===== config.mk =====
export PLATFORM = sky130hd
export DESIGN_NAME = uart_rx_ctrl
export DESIGN_NICKNAME = d
export VERILOG_FILES = /design/src/rtl/uart_rx_ctrl.sv
export SDC_FILE = /design/constraint.sdc
export NUM_CORES = 1
export LEC_CHECK = 0
export BUFFER_PORTS_ARGS = -buffer_cell sky130_fd_sc_hd__buf_2
export CORE_ASPECT_RATIO = 0.9
export CORE_MARGIN = 3
export CORE_UTILIZATION = 31
export DETAILED_ROUTE_END_ITERATION = 8
export SYNTH_ARGS = -nofsm -noshare
export SYNTH_HDL_FRONTEND = slang
export SYNTH_SLANG_ARGS = --single-unit

===== constraint.sdc =====
create_clock -name clk_i -period 7.6 [get_ports clk_i]
set_input_delay 0 -clock clk_i [delete_from_list [all_inputs] [get_ports clk_i]]
set_output_delay 0 -clock clk_i [all_outputs]
set_load 0.03 [all_outputs]

===== src/rtl/uart_rx_ctrl.sv =====
// Receive-side byte buffer between uart_rx and the register block, with interrupt generation.
// Latency: a pushed byte is visible on rd_data_o the next cycle (FWFT head); irq_o lags flags/count by one cycle.
// Backpressure: rx_ready_o follows cfg_en_i only; bytes arriving while full are dropped and flag ovr_o.
// Build option: define UART_RX_TIMEOUT_EN to include the character-timeout FSM and tmo_o.
module uart_rx_ctrl #(
  parameter int FIFO_DEPTH = 16,
  parameter int TMO_W      = 8,
  localparam int CNT_W     = $clog2(FIFO_DEPTH) + 1
) (
  input  logic             clk_i,
  input  logic             rst_n_i,
  input  logic             cfg_en_i,
  input  logic [15:0]      cfg_div_i,
  input  logic [CNT_W-1:0] cfg_thresh_i,
  input  logic [TMO_W-1:0] cfg_tmo_i,
  input  logic [7:0]       rx_data_i,
  input  logic             rx_valid_i,
  output logic             rx_ready_o,
  input  logic             rx_busy_i,
  input  logic             rd_en_i,
  output logic [7:0]       rd_data_o,
  output logic             rd_valid_o,
  output logic [CNT_W-1:0] fifo_cnt_o,
  output logic             full_o,
  output logic             ovr_o,
  input  logic             ovr_clr_i,
  output logic             tmo_o,
  output logic             irq_o
);

  localparam int PTR_W = CNT_W - 1;

  logic [7:0]       mem [FIFO_DEPTH];
  logic [PTR_W-1:0] wr_ptr;
  logic [PTR_W-1:0] rd_ptr;
  logic [CNT_W-1:0] cnt;
  logic             full;
  logic             empty;
  logic             push;
  logic             pop;
  logic             ovr_set;
  logic             ovr_q;
  logic             tmo_q;
  logic             thr_hit;
  logic             irq_q;

  // Ready never depends on fill level so the deserializer cannot stall.
  assign rx_ready_o = cfg_en_i;
  assign full       = (cnt == CNT_W'(FIFO_DEPTH));
  assign empty      = (cnt == '0);
  assign pop        = rd_en_i & ~empty;
  // A full FIFO still accepts a byte when a pop frees the head slot in the same cycle.
  assign push       = rx_valid_i & rx_ready_o & (~full | pop);
  assign ovr_set    = rx_valid_i & rx_ready_o & full & ~pop;

  assign rd_data_o  = empty ? 8'h00 : mem[rd_ptr];
  assign rd_valid_o = ~empty;
  assign fifo_cnt_o = cnt;
  assign full_o     = full;
  assign ovr_o      = ovr_q;
  assign tmo_o      = tmo_q;
  assign irq_o      = irq_q;

  // Byte storage; contents need no reset because the count gates visibility.
  always_ff @(posedge clk_i) begin
    if (push) mem[wr_ptr] <= rx_data_i;
  end

  // Pointers and fill count; disabling the receiver flushes the buffer.
  always_ff @(posedge clk_i or negedge rst_n_i) begin
    if (!rst_n_i) begin
      wr_ptr <= '0;
      rd_ptr <= '0;
      cnt    <= '0;
    end else if (!cfg_en_i) begin
      wr_ptr <= '0;
      rd_ptr <= '0;
      cnt    <= '0;
    end else begin
      if (push) wr_ptr <= wr_ptr + 1'b1;
      if (pop)  rd_ptr <= rd_ptr + 1'b1;
      cnt <= cnt + CNT_W'(push) - CNT_W'(pop);
    end
  end

  // Sticky overrun flag; an explicit clear wins over a new overrun.
  always_ff @(posedge clk_i or negedge rst_n_i) begin
    if (!rst_n_i) begin
      ovr_q <= 1'b0;
    end else if (!cfg_en_i || ovr_clr_i) begin
      ovr_q <= 1'b0;
    end else if (ovr_set) begin
      ovr_q <= 1'b1;
    end
  end

`ifdef UART_RX_TIMEOUT_EN
  typedef enum logic [1:0] {TMO_IDLE, TMO_RUN, TMO_HIT} tmo_state_t;

  tmo_state_t       tmo_st;
  logic [15:0]      presc;
  logic [15:0]      div_q;
  logic [TMO_W-1:0] bit_cnt;
  logic [TMO_W:0]   bit_nxt;

  assign bit_nxt = (TMO_W+1)'(bit_cnt) + (TMO_W+1)'(1);

  // Character timeout: counts idle bit periods while data waits in the FIFO.
  // div_q is reloaded only at period boundaries so a divisor change takes
  // effect from the next prescaler wrap.
  always_ff @(posedge clk_i or negedge rst_n_i) begin
    if (!rst_n_i) begin
      tmo_st  <= TMO_IDLE;
      presc   <= '0;
      div_q   <= '0;
      bit_cnt <= '0;
      tmo_q   <= 1'b0;
    end else if (!cfg_en_i) begin
      tmo_st  <= TMO_IDLE;
      presc   <= '0;
      div_q   <= cfg_div_i;
      bit_cnt <= '0;
      tmo_q   <= 1'b0;
    end else begin
      if (push || pop) tmo_q <= 1'b0;
      case (tmo_st)
        TMO_IDLE: begin
          presc   <= '0;
          bit_cnt <= '0;
          div_q   <= cfg_div_i;
          if (!empty && !rx_busy_i && (cfg_tmo_i != '0)) tmo_st <= TMO_RUN;
        end
        TMO_RUN: begin
          if (empty || (cfg_tmo_i == '0)) begin
            tmo_st  <= TMO_IDLE;
            presc   <= '0;
            bit_cnt <= '0;
          end else if (push || pop || rx_busy_i) begin
            presc   <= '0;
            bit_cnt <= '0;
            div_q   <= cfg_div_i;
          end else if (presc == div_q) begin
            presc <= '0;
            div_q <= cfg_div_i;
            if (bit_nxt >= {1'b0, cfg_tmo_i}) begin
              tmo_q  <= 1'b1;
              tmo_st <= TMO_HIT;
            end else begin
              bit_cnt <= bit_nxt[TMO_W-1:0];
            end
          end else begin
            presc <= presc + 16'd1;
          end
        end
        TMO_HIT: begin
          if (push || pop) tmo_st <= TMO_IDLE;
        end
        default: tmo_st <= TMO_IDLE;
      endcase
    end
  end
`else
  logic unused_tmo_inputs;

  assign unused_tmo_inputs = ^{cfg_tmo_i, cfg_div_i, rx_busy_i};
  assign tmo_q             = 1'b0;
`endif

  assign thr_hit = (cfg_thresh_i != '0) && (cnt >= cfg_thresh_i);

  // Registered interrupt from fill threshold and sticky flags.
  always_ff @(posedge clk_i or negedge rst_n_i) begin
    if (!rst_n_i) begin
      irq_q <= 1'b0;
    end else begin
`ifdef UART_RX_TIMEOUT_EN
      irq_q <= thr_hit | tmo_q | ovr_q;
`else
      irq_q <= thr_hit | ovr_q;
`endif
    end
  end

endmodule


# Word level (Yosys, flattened, before mapping)
# Memories as Yosys holds them, arrays and structs flattened.
# Cells that the tools add are included.
totals:
  mem_bits_rw: 128
  memories: 1
  elab_cells: 40
  mem_bits_ro: 0
  latchBits: 0
  in_bits: 44
  reg_bits: 15
classes:
  n_eq_ne: 3
  n_bitwise: 10
  n_reduce_logical: 6
  shift: 0
  mux: 10
  add_sub_neg: 4
  order_cmp: 1
  n_mul: 0
  div: 0
mem_list:
  columns: ["name", "words", "word_bits", "read_ports", "rd_ports_with_merged_regs", "write_ports", "line_no", "source"]
  rows:
  - ["mem", 16, 8, 1, 0, 1, "33", "logic [7:0] mem [FIFO_DEPTH];"]
op_table:
  columns: ["operator", "count"]
  rows:
  - ["two-way mux 4 bit", 4]
  - ["adder 4 x 1 -> 4 bit, second input constant", 2]
  - ["two-way mux 8 bit", 1]
  - ["adder 5 x 1 -> 5 bit", 1]
  - ["bitwise AND 1 bit", 5]
  - ["equality test 5 bit, second input constant", 1]
  - ["greater-or-equal comparator 5 bit", 1]
  - ["zero test 5 bit", 1]
  - ["two-way mux 5 bit", 1]
  - ["nonzero test 5 bit", 1]
  - ["subtractor 5 x 1 -> 5 bit", 1]
  - ["two-way mux 1 bit", 4]
  - ["inequality test 2 x 1 -> 1 bit, second input constant", 2]
  - ["NOT 1 bit", 3]
  - ["OR 1 bit", 2]
  - ["nonzero test 2 bit", 1]
  - ["logical AND 1 bit", 1]
  - ["zero test 1 bit", 1]
  - ["logical OR 1 bit", 1]

# Logic depth before layout (Yosys ltp)
depth:
  ltp_word: 8
  ltp_mapped: 13

# Least setup slack after synthesis
# No wires, ideal clock.
synth_path:
  kind: "register to register"
  startpoint: "register cnt[3], in the netlist fifo_cnt_o[3]"
  endpoint: "register cnt[4], in the netlist fifo_cnt_o[4]"
  arrival_time_ns: 2.979
  required_time_ns: 7.480
  setup_ns: 0.120
  stages_incl_launch_ff: 14
  n_path_buf: 0
  path_slack_ns: 4.502
  path_cell_list: "dfrtp_1 inv_1 ha_1 nor4b_4 inv_2 nand2_2 a21o_1 nand2_1 ha_1 fa_1 a21oi_1 nor2_1 or3_1 and3_1"
synth_via:
  elab_chain_len: 8
synth_rtl:
  columns: ["element", "line_no", "source"]
  rows:
  - ["start, declared", "36", "logic [CNT_W-1:0] cnt;"]
  - ["start signal, assigned", "82", "cnt <= cnt + CNT_W'(push) - CNT_W'(pop);"]
  - ["zero test 5 bit (*)", "50", "assign empty = (cnt == '0);"]
  - ["NOT 1 bit (*)", null, null]
  - ["via rd_valid_o", "22", "output logic rd_valid_o,"]
  - ["bitwise AND 1 bit (*)", "51", "assign pop = rd_en_i & ~empty;"]
  - ["OR 1 bit", "53", "assign push = rx_valid_i & rx_ready_o & (~full | pop);"]
  - ["bitwise AND 1 bit", "53", null]
  - ["adder 5 x 1 -> 5 bit", "82", null]
  - ["subtractor 5 x 1 -> 5 bit (*)", "82", null]
  - ["two-way mux 5 bit (*)", "75", "end else if (!cfg_en_i) begin"]
# The timed path passes the listed nets; every way through them passes the cells marked *.
# A chain may end at the register's enable or synchronous reset.

# Worst setup path in the final report
layout_path:
  startpoint: "register cnt[3], in the netlist fifo_cnt_o[3]"
  endpoint: "register cnt[4], in the netlist fifo_cnt_o[4]"
layout_via:
  elab_chain_len: 8
layout_rtl:
  columns: ["element", "line_no"]
  rows:
  - ["zero test 5 bit", "50"]
  - ["NOT 1 bit", "51"]
  - ["bitwise AND 1 bit", "51"]
  - ["OR 1 bit", "53"]
  - ["bitwise AND 1 bit", "53"]
  - ["adder 5 x 1 -> 5 bit", "82"]
  - ["subtractor 5 x 1 -> 5 bit (*)", "82"]
  - ["two-way mux 5 bit (*)", "75"]
# Every way passes the cells marked *; elsewhere a longest branch is shown, timed or not.

==> impl_results.md <==
- Maxcap violations: 0
- Unrepaired setup endpoints after global routing: no
- Area of the multi-input gates: 1740 um2
- Antenna-violating nets left: 0
- Critical Path Sink Type: register
- Async S/R FF share, synth: 0.105
- Area contributors post-synth: edfxtp_1 (63%), mux4_2 (7.3%), dfrtp_1 (6.1%)
- Initial antenna violation count: 0
- Post-layout min period: 3350 ps
- Most instantiated cells after synthesis: edfxtp_1 (128), mux4_2 (20), a211oi_1 (16), dfrtp_1 (15), ha_1 (15)
- Hold Violations, Final: 0
- Leak pwr: 2.54 nW
- Final cell count without fillers: 664
- Port Buf Inserts: 36
- CTS tree: yes
- Initial Utilization: 0.318
- Slew @ Worst Pin: 998 ps
- P per Cell Area: 319 nW/um2
- Yosys Warn Count: 0
- Largest net degree at the start of global routing: 36
- Drt drc: 0
- PostCTS Resize Cnt: 0
- CP max FO: 9
- Switching part of the total: 0.292
- Routed wire length: 12.3 mm
- Die width: 154 um
- Placed cells: 618
- Slowest-stage cell, CP: nor4b_4
- Share of cells above drive strength 1: 0.268
- Clock transition at path regs: 60 ps
- Post-Route Setup TNS: 0 ps
- Final slew viol count: 0
- Clock root buffer: clkbuf_16
- Relative max-transition margin: 0.331
- Overall routing resource usage: 0.121
- Crit path cell chain: inv_1, ha_1, nor4b_4, inv_2, nand2_2, a21o_1, nand2_1, ha_1, fa_1, a21oi_1, nor2_1, or3_1, and3_1
- Cell repeated most along the worst path: ha_1
- Post-synthesis register bit count: 143
- Clock Skew: 17.4 ps
- Setup violation total in the final timing report: 0
- Total net switching power: 0.690 mW
- Die Area: 21,500 um2
- Crit path required time: 7900 ps
- Global-route wire length before repair: 19.6 mm
- Number of diodes: 0
- Pre-antenna DRT Iters: 5
- Vias in the first global route: 3,383
- CTS Sinks: 143
- Die Height: 140 um
- Worst path arrival time: 3650 ps
- Final nets: 461
- Post-synth EDFFs: 128
- Logic pwr share: 0.234
- Post-CTS Setup Repair Bufs: 0
- I/O Pins: 63
- GR met2 Demand/Resource: 0.177
- Routed len/inst: 18.6 um
- Period utilisation layout: 0.441
- HP Class: input pin to register
- Post-synth top area cell: edfxtp_1
- Max Freq: 0.298 GHz
- Sequential share of the synthesized area: 0.687
- Max H-tree Level: 4
- Synth Flop Type: edfxtp_1
- DR vias/cell: 4.88
- Critical path startpoint category: register
- Starting DRT DRC Count: 220
- Clock latency on the worst-skew pair: 410 ps
- Top-area cell type share of the netlist area: 0.626
- Clock power frac: 0.373
- Met1 usage: 0.177
- Yosys cell types: 43
- Hold_buf cts: 14
- Dpl hpwl: 7.78 mm
- Post-Synthesis Cells: 337
- Core area: 19,300 um2
- Worst-case clock buffer depth: 2
- Layer with the highest usage: met2
- Vias: 3,241
- Internal: 1.67 mW
- Post-synth design cell area: 6140 um2
- Routability cong.: 0.835
- CP peak stage delay: 620 ps
- GRT overflow: 0
- Met3 Resource Use GR: 0.0295
- Core Rows: 48
- Max rail drop VDD: 0.143 mV
- Register share of total power: 0.393
- Area delta synth->final: 20.3%
- Syn Nets: 397
- WS Path Type: register to register
- Status: completed
- Number of fillers in the final layout: 1,772
- Cts bufs inserted: 17
- Count leader, synth: edfxtp_1
- Mean Syn Cell Area: 18.2 um2
- Sequential cell area: 4220 um2
==> per-layer routing <==
| metal | wire (um) | part of all wire |
|---|---|---|
| met3 | 826 | 0.067 |
| met2 | 5730 | 0.46 |
| met1 | 5660 | 0.46 |
| met5 | 0 | 0 |
| met4 | 107 | 0.0087 |
==> cell usage in the layout, fill, tap and decap left out, types with 7 or more instances in the layout <==
cell type      synthesis  routed
a211oi_1              16      16
and2_1                 7       7
ha_1                  15      15
mux4_1                12      12
buf_2                  3      36
dfrtp_1               15      15
clkbuf_16              0      17
nor3_1                14      10
dlygate4sd3_1          0      14
nor2b_1                8       8
mux4_2                20      20
inv_1                 12      12
buf_4                  8      16
nand2_1                9       9
mux2i_1                8       8
edfxtp_1             128     128
==> layout make-up <==
type,instances,share of cell area
multi-input combinational,160,0.235
tap,250,0.0423
inverter,13,0.00660
clock buffer,17,0.0576
clock inverter,15,0.0279
sequential,143,0.571
timing repair buffer,66,0.0596
==> cells by family (layout without fill, tap and decap cells) <==
kind of cell | after synthesis | after routing | synth area share
compound gates | 34 | 34 | 0.0383
xor+xnor | 6 | 6 | 0.00855
fa+ha+maj | 16 | 16 | 0.0338
buf+inv | 34 | 111 | 0.0338
flops | 143 | 143 | 0.687
mux | 40 | 40 | 0.138
other cells | 1 | 1 | 0.000610
simple gates | 63 | 63 | 0.0607
==> flip-flops by register name (all words and copies together) (netlist names) <==
signal / flops
mem: 128
fifo_cnt_o: 5
rd_ptr: 4
irq_o: 1
ovr_o: 1
wr_ptr: 4
==> critical path, delay by kind of cell, from the launching register on <==
kind | cells | cell delay (ps)
AND/OR/NAND/NOR | 6 | 1460
flip-flops | 1 | 430
adder cells (fa/ha/maj) | 3 | 800
AO/OA/AOI/OAI | 2 | 330
buffers and inverters | 2 | 230
==> final timing paths <==
| path | from | end | cells past startpoint | slack, ps |
|---|---|---|---|---|
| setup / recovery | fifo_cnt_o[3] | fifo_cnt_o[4] | 13 | 4250 |
| hold / removal | cfg_en_i | wr_ptr[1] | 3 | 20 |
| setup reg to reg | fifo_cnt_o[3] | fifo_cnt_o[4] | 13 | 4250 |
| hold reg to reg | wr_ptr[1] | wr_ptr[1] | 2 | 590 |
| max in group asynchronous | rst_n_i | wr_ptr[1] | 2 | 7270 |
| min in group asynchronous | rst_n_i | rd_ptr[2] | 2 | 40 |
==> stage by stage <==
stage / hold slack [ps] / worst slack (ps) / instance area, um2 / power (mW) / util
after floorplan: -296 / 4500 / 6140 / 1.35 / -
after global placement: -65.0 / 4330 / 6620 / 1.48 / 0.342
after detailed placement: -53.9 / 4230 / 6620 / 1.49 / 0.342
after CTS: 16.7 / 4220 / 7390 / 2.39 / 0.382
after global routing: 39.8 / 4030 / 7390 / 2.47 / 0.382
final: 16.3 / 4250 / 7390 / 2.36 / 0.382
==> power groups by stage <==
| stage | sequential [mW] | clock, mW | combinational (mW) |
|---|---|---|---|
| after floorplan | 0.945 | 0 | 0.409 |
| after global placement | 0.943 | 0 | 0.539 |
| after detailed placement | 0.945 | 0 | 0.550 |
| after CTS | 0.929 | 0.897 | 0.561 |
| after global routing | 0.934 | 0.934 | 0.605 |
| final | 0.927 | 0.880 | 0.553 |
No activity file was read; power rests on OpenSTA's default activity.
